`config.mk`:
```
export PLATFORM = sky130hd
export DESIGN_NAME = sram_arbiter
export DESIGN_NICKNAME = d
export VERILOG_FILES = /design/src/rtl/sram_arbiter.sv
export SDC_FILE = /design/constraint.sdc
export NUM_CORES = 1
export LEC_CHECK = 0
export CAP_MARGIN = 20
export CORE_AREA = 4 4 96 98
export DETAILED_ROUTE_END_ITERATION = 8
export DIE_AREA = 0 0 100 102
export PLACE_DENSITY = 0.85
export SETUP_SLACK_MARGIN = 0.2
export SLEW_MARGIN = 30
export SYNTH_ARGS = -nofsm -noshare
export SYNTH_HDL_FRONTEND = slang
export SYNTH_SLANG_ARGS = --single-unit
```
`constraint.sdc`:
```
create_clock -name CLOCK_50 -period 5.2 [get_ports CLOCK_50]
set_input_delay 0.78 -clock CLOCK_50 [delete_from_list [all_inputs] [get_ports CLOCK_50]]
set_output_delay 0.78 -clock CLOCK_50 [all_outputs]
set_load 0.05 [all_outputs]
```
`src/rtl/sram_arbiter.sv`:
```
// Three-requester SRAM arbiter with a 3-cycle IDLE/STROBE/CAPTURE access.
// Define SRAM_ARB_FIXED_PRIO_EN for fixed priority 0 > 1 > 2 instead of round-robin.
module sram_arbiter #(
  parameter int ADDR_W = 20,
  parameter int DATA_W = 16
) (
  input  logic              CLOCK_50,
  input  logic              RST,
  input  logic [2:0]        req,
  input  logic [2:0]        we,
  input  logic [ADDR_W-1:0] addr0,
  input  logic [ADDR_W-1:0] addr1,
  input  logic [ADDR_W-1:0] addr2,
  input  logic [DATA_W-1:0] wdata0,
  input  logic [DATA_W-1:0] wdata1,
  input  logic [DATA_W-1:0] wdata2,
  output logic [2:0]        gnt,
  output logic [2:0]        ack,
  output logic [DATA_W-1:0] rdata,
  output logic              busy,
  output logic              chipselect_n,
  output logic              write_n,
  output logic              read_n,
  output logic [ADDR_W-1:0] address,
  output logic [DATA_W-1:0] writedata,
  input  logic [DATA_W-1:0] readdata
);

  typedef enum logic [1:0] {
    IDLE,
    STROBE,
    CAPTURE
  } state_t;

  state_t state_q, state_d;

  logic [1:0]        win_q, win_d;
  logic              we_q, we_d;
  logic [ADDR_W-1:0] addr_q, addr_d;
  logic [DATA_W-1:0] wd_q, wd_d;
  logic [DATA_W-1:0] rdata_q, rdata_d;
  logic [2:0]        gnt_q, gnt_d;
  logic [2:0]        ack_q, ack_d;
  logic              cs_n_q, cs_n_d;
  logic              wr_n_q, wr_n_d;
  logic              rd_n_q, rd_n_d;

  logic              any_req;
  logic [1:0]        sel;
  logic              sel_we;
  logic [ADDR_W-1:0] sel_addr;
  logic [DATA_W-1:0] sel_wd;

  assign any_req = |req;

`ifdef SRAM_ARB_FIXED_PRIO_EN
  always_comb begin
    sel = 2'd2;
    unique case (1'b1)
      req[0]:  sel = 2'd0;
      req[1]:  sel = 2'd1;
      default: sel = 2'd2;
    endcase
  end
`else
  logic [1:0] last_q, last_d;

  // Search starts one past the last winner.
  always_comb begin
    sel = 2'd0;
    case (last_q)
      2'd0:    sel = req[1] ? 2'd1 : (req[2] ? 2'd2 : 2'd0);
      2'd1:    sel = req[2] ? 2'd2 : (req[0] ? 2'd0 : 2'd1);
      default: sel = req[0] ? 2'd0 : (req[1] ? 2'd1 : 2'd2);
    endcase
  end

  always_comb begin
    last_d = last_q;
    if (state_q == IDLE && any_req) last_d = sel;
  end

  always_ff @(posedge CLOCK_50 or posedge RST) begin
    if (RST) last_q <= 2'd2;
    else     last_q <= last_d;
  end
`endif

  always_comb begin
    sel_we   = we[0];
    sel_addr = addr0;
    sel_wd   = wdata0;
    case (sel)
      2'd1: begin
        sel_we   = we[1];
        sel_addr = addr1;
        sel_wd   = wdata1;
      end
      2'd2: begin
        sel_we   = we[2];
        sel_addr = addr2;
        sel_wd   = wdata2;
      end
      default: ;
    endcase
  end

  always_comb begin
    state_d = state_q;
    win_d   = win_q;
    we_d    = we_q;
    addr_d  = addr_q;
    wd_d    = wd_q;
    rdata_d = rdata_q;
    gnt_d   = 3'b000;
    ack_d   = 3'b000;
    cs_n_d  = 1'b1;
    wr_n_d  = 1'b1;
    rd_n_d  = 1'b1;
    case (state_q)
      IDLE: begin
        if (any_req) begin
          win_d   = sel;
          we_d    = sel_we;
          addr_d  = sel_addr;
          wd_d    = sel_wd;
          gnt_d   = 3'b001 << sel;
          cs_n_d  = 1'b0;
          wr_n_d  = ~sel_we;
          rd_n_d  = sel_we;
          state_d = STROBE;
        end
      end
      STROBE: state_d = CAPTURE;
      CAPTURE: begin
        if (!we_q) rdata_d = readdata;
        ack_d   = 3'b001 << win_q;
        state_d = IDLE;
      end
      default: state_d = IDLE;
    endcase
  end

  always_ff @(posedge CLOCK_50 or posedge RST) begin
    if (RST) begin
      state_q <= IDLE;
      win_q   <= 2'd0;
      we_q    <= 1'b0;
      addr_q  <= '0;
      wd_q    <= '0;
      rdata_q <= '0;
      gnt_q   <= 3'b000;
      ack_q   <= 3'b000;
      cs_n_q  <= 1'b1;
      wr_n_q  <= 1'b1;
      rd_n_q  <= 1'b1;
    end else begin
      state_q <= state_d;
      win_q   <= win_d;
      we_q    <= we_d;
      addr_q  <= addr_d;
      wd_q    <= wd_d;
      rdata_q <= rdata_d;
      gnt_q   <= gnt_d;
      ack_q   <= ack_d;
      cs_n_q  <= cs_n_d;
      wr_n_q  <= wr_n_d;
      rd_n_q  <= rd_n_d;
    end
  end

  assign gnt          = gnt_q;
  assign ack          = ack_q;
  assign rdata        = rdata_q;
  assign busy         = (state_q != IDLE);
  assign chipselect_n = cs_n_q;
  assign write_n      = wr_n_q;
  assign read_n       = rd_n_q;
  assign address      = addr_q;
  assign writedata    = wd_q;

endmodule

```
==> results of run 1 <==
==> path summary, 6_finish.rpt <==
path,start,to,cells past startpoint
worst max-delay path,req[2],write_n$_DFF_PP1_,9
min in group asynchronous,RST,rdata[1]$_DFFE_PP0P_,3
max in group asynchronous,RST,address[17]$_DFFE_PP0P_,3
worst min register to register,rdata[13]$_DFFE_PP0P_,rdata[13]$_DFFE_PP0P_,1
worst max register to register,last_q[1]$_DFFE_PP1P_,write_n$_DFF_PP1_,8
worst min-delay path,rdata[13]$_DFFE_PP0P_,rdata[13]$_DFFE_PP0P_,1
==> stage by stage <==
stage	instances	cell area, sq um	worst slack (ps)
after global placement	573	5370	1690
after floorplan	290	3420	2740
after detailed placement	573	5380	1590
after CTS	588	5610	1950
final	588	5610	1920
after global routing	588	5610	1810
==> metal layers <==
layer	vias up	global-route usage [%]	share of wire, %
met5	-	0	0
met4	0	6.42	1.8
met3	15	6.69	9.8
met2	138	32.9	49
met1	1365	20.6	39
li1	1421	-	-
==> worst max-delay path, cell delays in order <==
cell	delay (ps)
sky130_fd_sc_hd__clkdlybuf4s50_1	580
sky130_fd_sc_hd__inv_1	80
sky130_fd_sc_hd__o32a_1	430
sky130_fd_sc_hd__inv_1	90
sky130_fd_sc_hd__ha_1	620
sky130_fd_sc_hd__buf_4	390
sky130_fd_sc_hd__a22o_1	190
sky130_fd_sc_hd__mux2i_1	90
sky130_fd_sc_hd__or2_1	250
==> cell families (layout without fill, tap and decap cells) <==
kind of cell               count (synthesis)  count (layout)
buffers and inverters                     26             216
DFF                                       67              67
adders and majority gates                  3               3
AOI/OAI and AO/OA                         86              86
and+or+nand+nor                           55              55
muxes                                     53              53
==> cell usage in the layout (no fill, tap or decap), types with 4 or more instances in the layout <==
master                            Yosys  layout
sky130_fd_sc_hd__a21oi_1             41      41
sky130_fd_sc_hd__a22oi_1             36      36
sky130_fd_sc_hd__clkbuf_8             0       9
sky130_fd_sc_hd__clkdlybuf4s50_1      0     193
sky130_fd_sc_hd__dfrtp_1             63      63
sky130_fd_sc_hd__dfstp_2              4       4
sky130_fd_sc_hd__mux2_1              16      16
sky130_fd_sc_hd__mux2_4              36      36
sky130_fd_sc_hd__nor2_1              37      37
sky130_fd_sc_hd__o21ai_0              5       5
==> where the power goes <==
group | switching [mW] | internal, mW
clock network | 0.185 | 0.315
logic | 1.56 | 1.12
registers | 0.149 | 0.797
total | 1.89 | 2.23
==> flip-flops by register name, indices dropped and copies added, names as in the netlist <==
register and flops:
write_n 1, rdata 16, we_q 1, gnt 3, state_q 2, address 20
win_q 1, last_q 2, writedata 16, chipselect_n 1, ack 3, read_n 1
==> final cells by class <==
cell class	instances	share of cell area, %
Timing Repair Buffer	196	34.8
Sequential cell	67	30.0
Multi-Input combinational cell	197	28.3
Tap cell	108	2.41
Clock buffer	10	2.27
Clock inverter	5	1.83
Inverter	5	0.424
==> flow_summary.yaml, run 1 <==
layout:
  ant_diodes: 0
  drive_gt1_share_pct: 13.3
  final_core_utilization_pct: 66.3
  layout.filler_cells: 662
  multiInputGateArea_sq_um: 1590
  area.sequential_sq_um: 1680
  nets: 611
  area_growth_syn_to_layout_pct: 63.9
sta:
  maxSlewViolCount: 0
  setup-violations-final: 0
  timing.clock.skew_ps: 7.82
  period_share_pct: 63.0
  fmax_mhz: 305
  final.min_clock_period_ps: 3280
  timing.hold.ws_ps: 485
  timing_worst_slew_pin_value_ps: 819
  hold_fails_final_rpt: 0
  setup_tns_ps: 0
  slew-limit-headroom_pct: 45.4
  grt_setup_unrepaired: "false"
global_routing:
  grt_pass1_wl_um: 14900
  groute.usage.overall_pct: 18.5
  number_of_global_route_vias_before_repair: 3092
  grt_start_max_net_pins: 74
  antenna_found_initial: 0
  globalRouteOverflowTotal: 0
yosys:
  postSynthCellCount: 290
  synth_fp_nets: 425
  synth.mux.area_fraction_pct: 21.3
  mappedNetlistArea_sq_um: 3420
  yosys_most_used_dff: "sky130_fd_sc_hd__dfrtp_1"
  netlist-cell-type-count: 32
  synthXorXnorAreaFrac_pct: 0
  synth_enable_flop_cells: 0
  synth.largest_area_cell: "sky130_fd_sc_hd__dfrtp_1"
  synth_top_area_share_pct: 46.0
  synth.yosys.warnings: 0
  synth-adder-area-share_pct: 1.10
  synth-seq-area-share_pct: 49.1
  ys_top_cells_by_area: "sky130_fd_sc_hd__dfrtp_1 (46%), sky130_fd_sc_hd__mux2_4 (16%), sky130_fd_sc_hd__a22oi_1 (7.9%)"
  yosys.cell_count.top_type: "sky130_fd_sc_hd__dfrtp_1"
  synth_top_family_by_area: "multiplexers"
  synth_simple_gate_area_share_pct: 7.86
  post_synthesis_compound_gate_area_fraction_pct: 15.7
  synth.ff_latch_count: 67
  synth.avg_cell_area_sq_um: 11.8
  synthTopCellsByCount: "sky130_fd_sc_hd__dfrtp_1 (63), sky130_fd_sc_hd__a21oi_1 (41), sky130_fd_sc_hd__nor2_1 (37), sky130_fd_sc_hd__a22oi_1 (36), sky130_fd_sc_hd__mux2_4 (36)"
  postSynth.asyncResetShare_pct: 100
place:
  gp_routability_congestion: 0.777
  place.detailed.hpwl_um: 7360
  portBuffers: 193
cts:
  clock_tree.htree_level_count: 3
  cts_repair_resize_count: 0
  path_clk_slew_ps: 60
  clock_tree_from_tritoncts: "done"
  cts_sinks: 67
  clock_path_buffers: 2
  cts_hold_buf: 0
  insertion_delay_ps: 320
  post_cts_buffers: 0
  clk_root_buffer_cell: "sky130_fd_sc_hd__clkbuf_8"
  tritoncts.num_buffers: 9
routing:
  post-route-drc-count: 0
  wl_per_cell_um: 16.5
  dr.pass1.iters: 4
  vias_per_cell: 5.00
  vias: 2939
  routed_wl_um: 9710
  drtIter0Drc: 63
  route.antenna.remaining_nets: 0
worst_setup_path:
  setup.reg_to_reg.worst_slack_ps: 2530
  setup.worst_path.class: "input pin to flip-flop"
  setup.worst_path.end_class: "flip-flop"
  worst_ep_required_time_ps: 5450
  path_max_fanout: 23
  critical_path_arrival_ps: 3520
  worst_setup_path_start_kind: "input pin"
floorplanning:
  die-height_um: 102
  die_outline_area_sq_um: 10200
  design.core.area_sq_um: 8470
  num_io_pins: 194
  fp.dieW_um: 100
  core.rowCount: 34
  start_util_pct: 40.5
status:
  status: "finished clean"
power_and_ir_drop:
  cellPowerDensity_nw_per_um2: 735
  post-layout-total-power_mw: 4.12
  power_leakage_nw: 2.34
  worst_ir_drop_vdd_uv: 388
hold_path:
  holdCritPathClass: "flip-flop to flip-flop"
run:
  drv.max_cap_violation_count: 0
Note: power is estimated with default switching activity, not from simulation.
==> run 2, diff against run 1 <==
- CORE_AREA: 4 4 96 98 -> 4 4 99 101
- DIE_AREA: 0 0 100 102 -> 0 0 103 105
- PLACE_DENSITY: 0.85 -> 0.8
- clock period: 5.2 -> 3.2 ns (I/O delays scaled with it)
==> flow_summary.yaml, run 2 (synthesized netlist as in run 1, its figures left out) <==
status:
  status: "finished clean"
global_routing:
  grt_start_max_net_pins: 74
  globalRouteMet1Util_pct: 20.2
  groute.usage.overall_pct: 18.0
  number_of_global_route_vias_before_repair: 3138
  grt-busiest-layer: "met2"
  antenna_found_initial: 0
  globalRouteOverflowTotal: 0
  met2_global_route_usage_pct: 31.2
  grt_pass1_wl_um: 15300
  grt.met3_usage_pct: 5.81
cts:
  cts_sinks: 67
  insertion_delay_ps: 330
  cts_hold_buf: 0
  cts_repair_resize_count: 0
  clock_path_buffers: 2
  tritoncts.num_buffers: 9
  clock_tree.htree_level_count: 3
  post_cts_buffers: 0
  clock_tree_from_tritoncts: "done"
  path_clk_slew_ps: 70
  clk_root_buffer_cell: "sky130_fd_sc_hd__clkbuf_8"
place:
  portBuffers: 193
  place.detailed.hpwl_um: 7560
  gp_routability_congestion: 0.795
  numPlacedInstances: 579
sta:
  timing.clock.skew_ps: 10.7
  period_share_pct: 77.0
  timing.hold.ws_ps: 476
  maxSlewViolCount: 0
  setup_tns_ps: 0
  hold_fails_final_rpt: 0
  timing_worst_slew_pin_value_ps: 815
  grt_setup_unrepaired: "false"
  setup-violations-final: 0
  fmax_mhz: 406
  slew-limit-headroom_pct: 45.6
  final.min_clock_period_ps: 2460
routing:
  dr.pass1.iters: 4
  drtIter0Drc: 78
  route.antenna.remaining_nets: 0
  routed_wl_um: 9770
  post-route-drc-count: 0
  vias_per_cell: 5.01
  vias: 2978
  wl_per_cell_um: 16.4
hold_path:
  holdCritPathClass: "flip-flop to flip-flop"
power_and_ir_drop:
  cellPowerDensity_nw_per_um2: 1180
  power_leakage_nw: 2.36
  post-layout-total-power_mw: 6.69
  worst_ir_drop_vdd_uv: 579
run:
  drv.max_cap_violation_count: 0
layout:
  final_core_utilization_pct: 62.6
  most_common_library_cell_in_the_layout_ignoring_fill_and_taps: "sky130_fd_sc_hd__clkdlybuf4s50_1"
  ant_diodes: 0
  drive_gt1_share_pct: 14.0
  area_growth_syn_to_layout_pct: 65.0
  nets: 614
  largest_register_ffs: 20
  finalNonFillerCells: 595
  layout.cells.most_common_list: "sky130_fd_sc_hd__clkdlybuf4s50_1 (193), sky130_fd_sc_hd__dfrtp_1 (63), sky130_fd_sc_hd__a21oi_1 (41), sky130_fd_sc_hd__nor2_1 (37)"
worst_setup_path:
  setup.worst_path.end_class: "output pin"
  path_max_fanout: 9
  setup.worst_path.class: "flip-flop to output pin"
  critical_path_arrival_ps: 1980
  worst_setup_path_start_kind: "flip-flop"
  worst_ep_required_time_ps: 2720
floorplanning:
  start_util_pct: 38.0
  fp.dieW_um: 103
  num_io_pins: 194
  die_outline_area_sq_um: 10800
  die-height_um: 105
  design.core.area_sq_um: 9020
  core.rowCount: 35
## run 2: final timing paths
path	slack, ps	cells past startpoint	from	endpoint
hold / removal	480	1	state_q[1]$_DFFE_PP0P_	state_q[1]$_DFFE_PP0P_
max in group asynchronous	1960	3	RST	write_n$_DFF_PP1_
hold reg to reg	480	1	state_q[1]$_DFFE_PP0P_	state_q[1]$_DFFE_PP0P_
setup / recovery	740	3	state_q[1]$_DFFE_PP0P_	busy
min in group asynchronous	560	2	RST	writedata[2]$_DFFE_PP0P_
setup reg to reg	1080	6	last_q[1]$_DFFE_PP1P_	we_q$_DFFE_PP0P_
## run 2: worst max-delay path, stage by stage, from the launching register on
cell                              delay (ps)
sky130_fd_sc_hd__dfrtp_1                 410
sky130_fd_sc_hd__nor2_2                  400
sky130_fd_sc_hd__inv_1                   120
sky130_fd_sc_hd__clkdlybuf4s50_1         730
## run 2: final cells by class
class | instances | area, sq um
inverters | 5 | 23.8
multi-input cells | 197 | 1580
clock inverters | 4 | 72.6
clock buffers | 12 | 155
flip-flops and latches | 67 | 1680
repair buffers | 199 | 2000
well taps | 111 | 139
fillers | 721 | 3370
## run 2: power by group
| part | internal, mW | switching (mW) |
|---|---|---|
| logic | 1.84 | 2.53 |
| registers | 1.30 | 0.235 |
| clock network | 0.481 | 0.312 |
## run 2: per-layer routing
| metal | up-vias | wire length (um) |
|---|---|---|
| met2 | 142 | 4910 |
| met5 | - | 0 |
| met1 | 1388 | 3660 |
| li1 | 1431 | - |
| met4 | 0 | 203 |
| met3 | 17 | 997 |
## run 2: metrics by stage
stage	area (sq um)	worst slack, ps
6_report	5650	736
5_1_grt	5650	621
4_1_cts	5650	714
3_5_place_dp	5420	467
3_3_place_gp	5420	572
2_1_floorplan	3420	1040
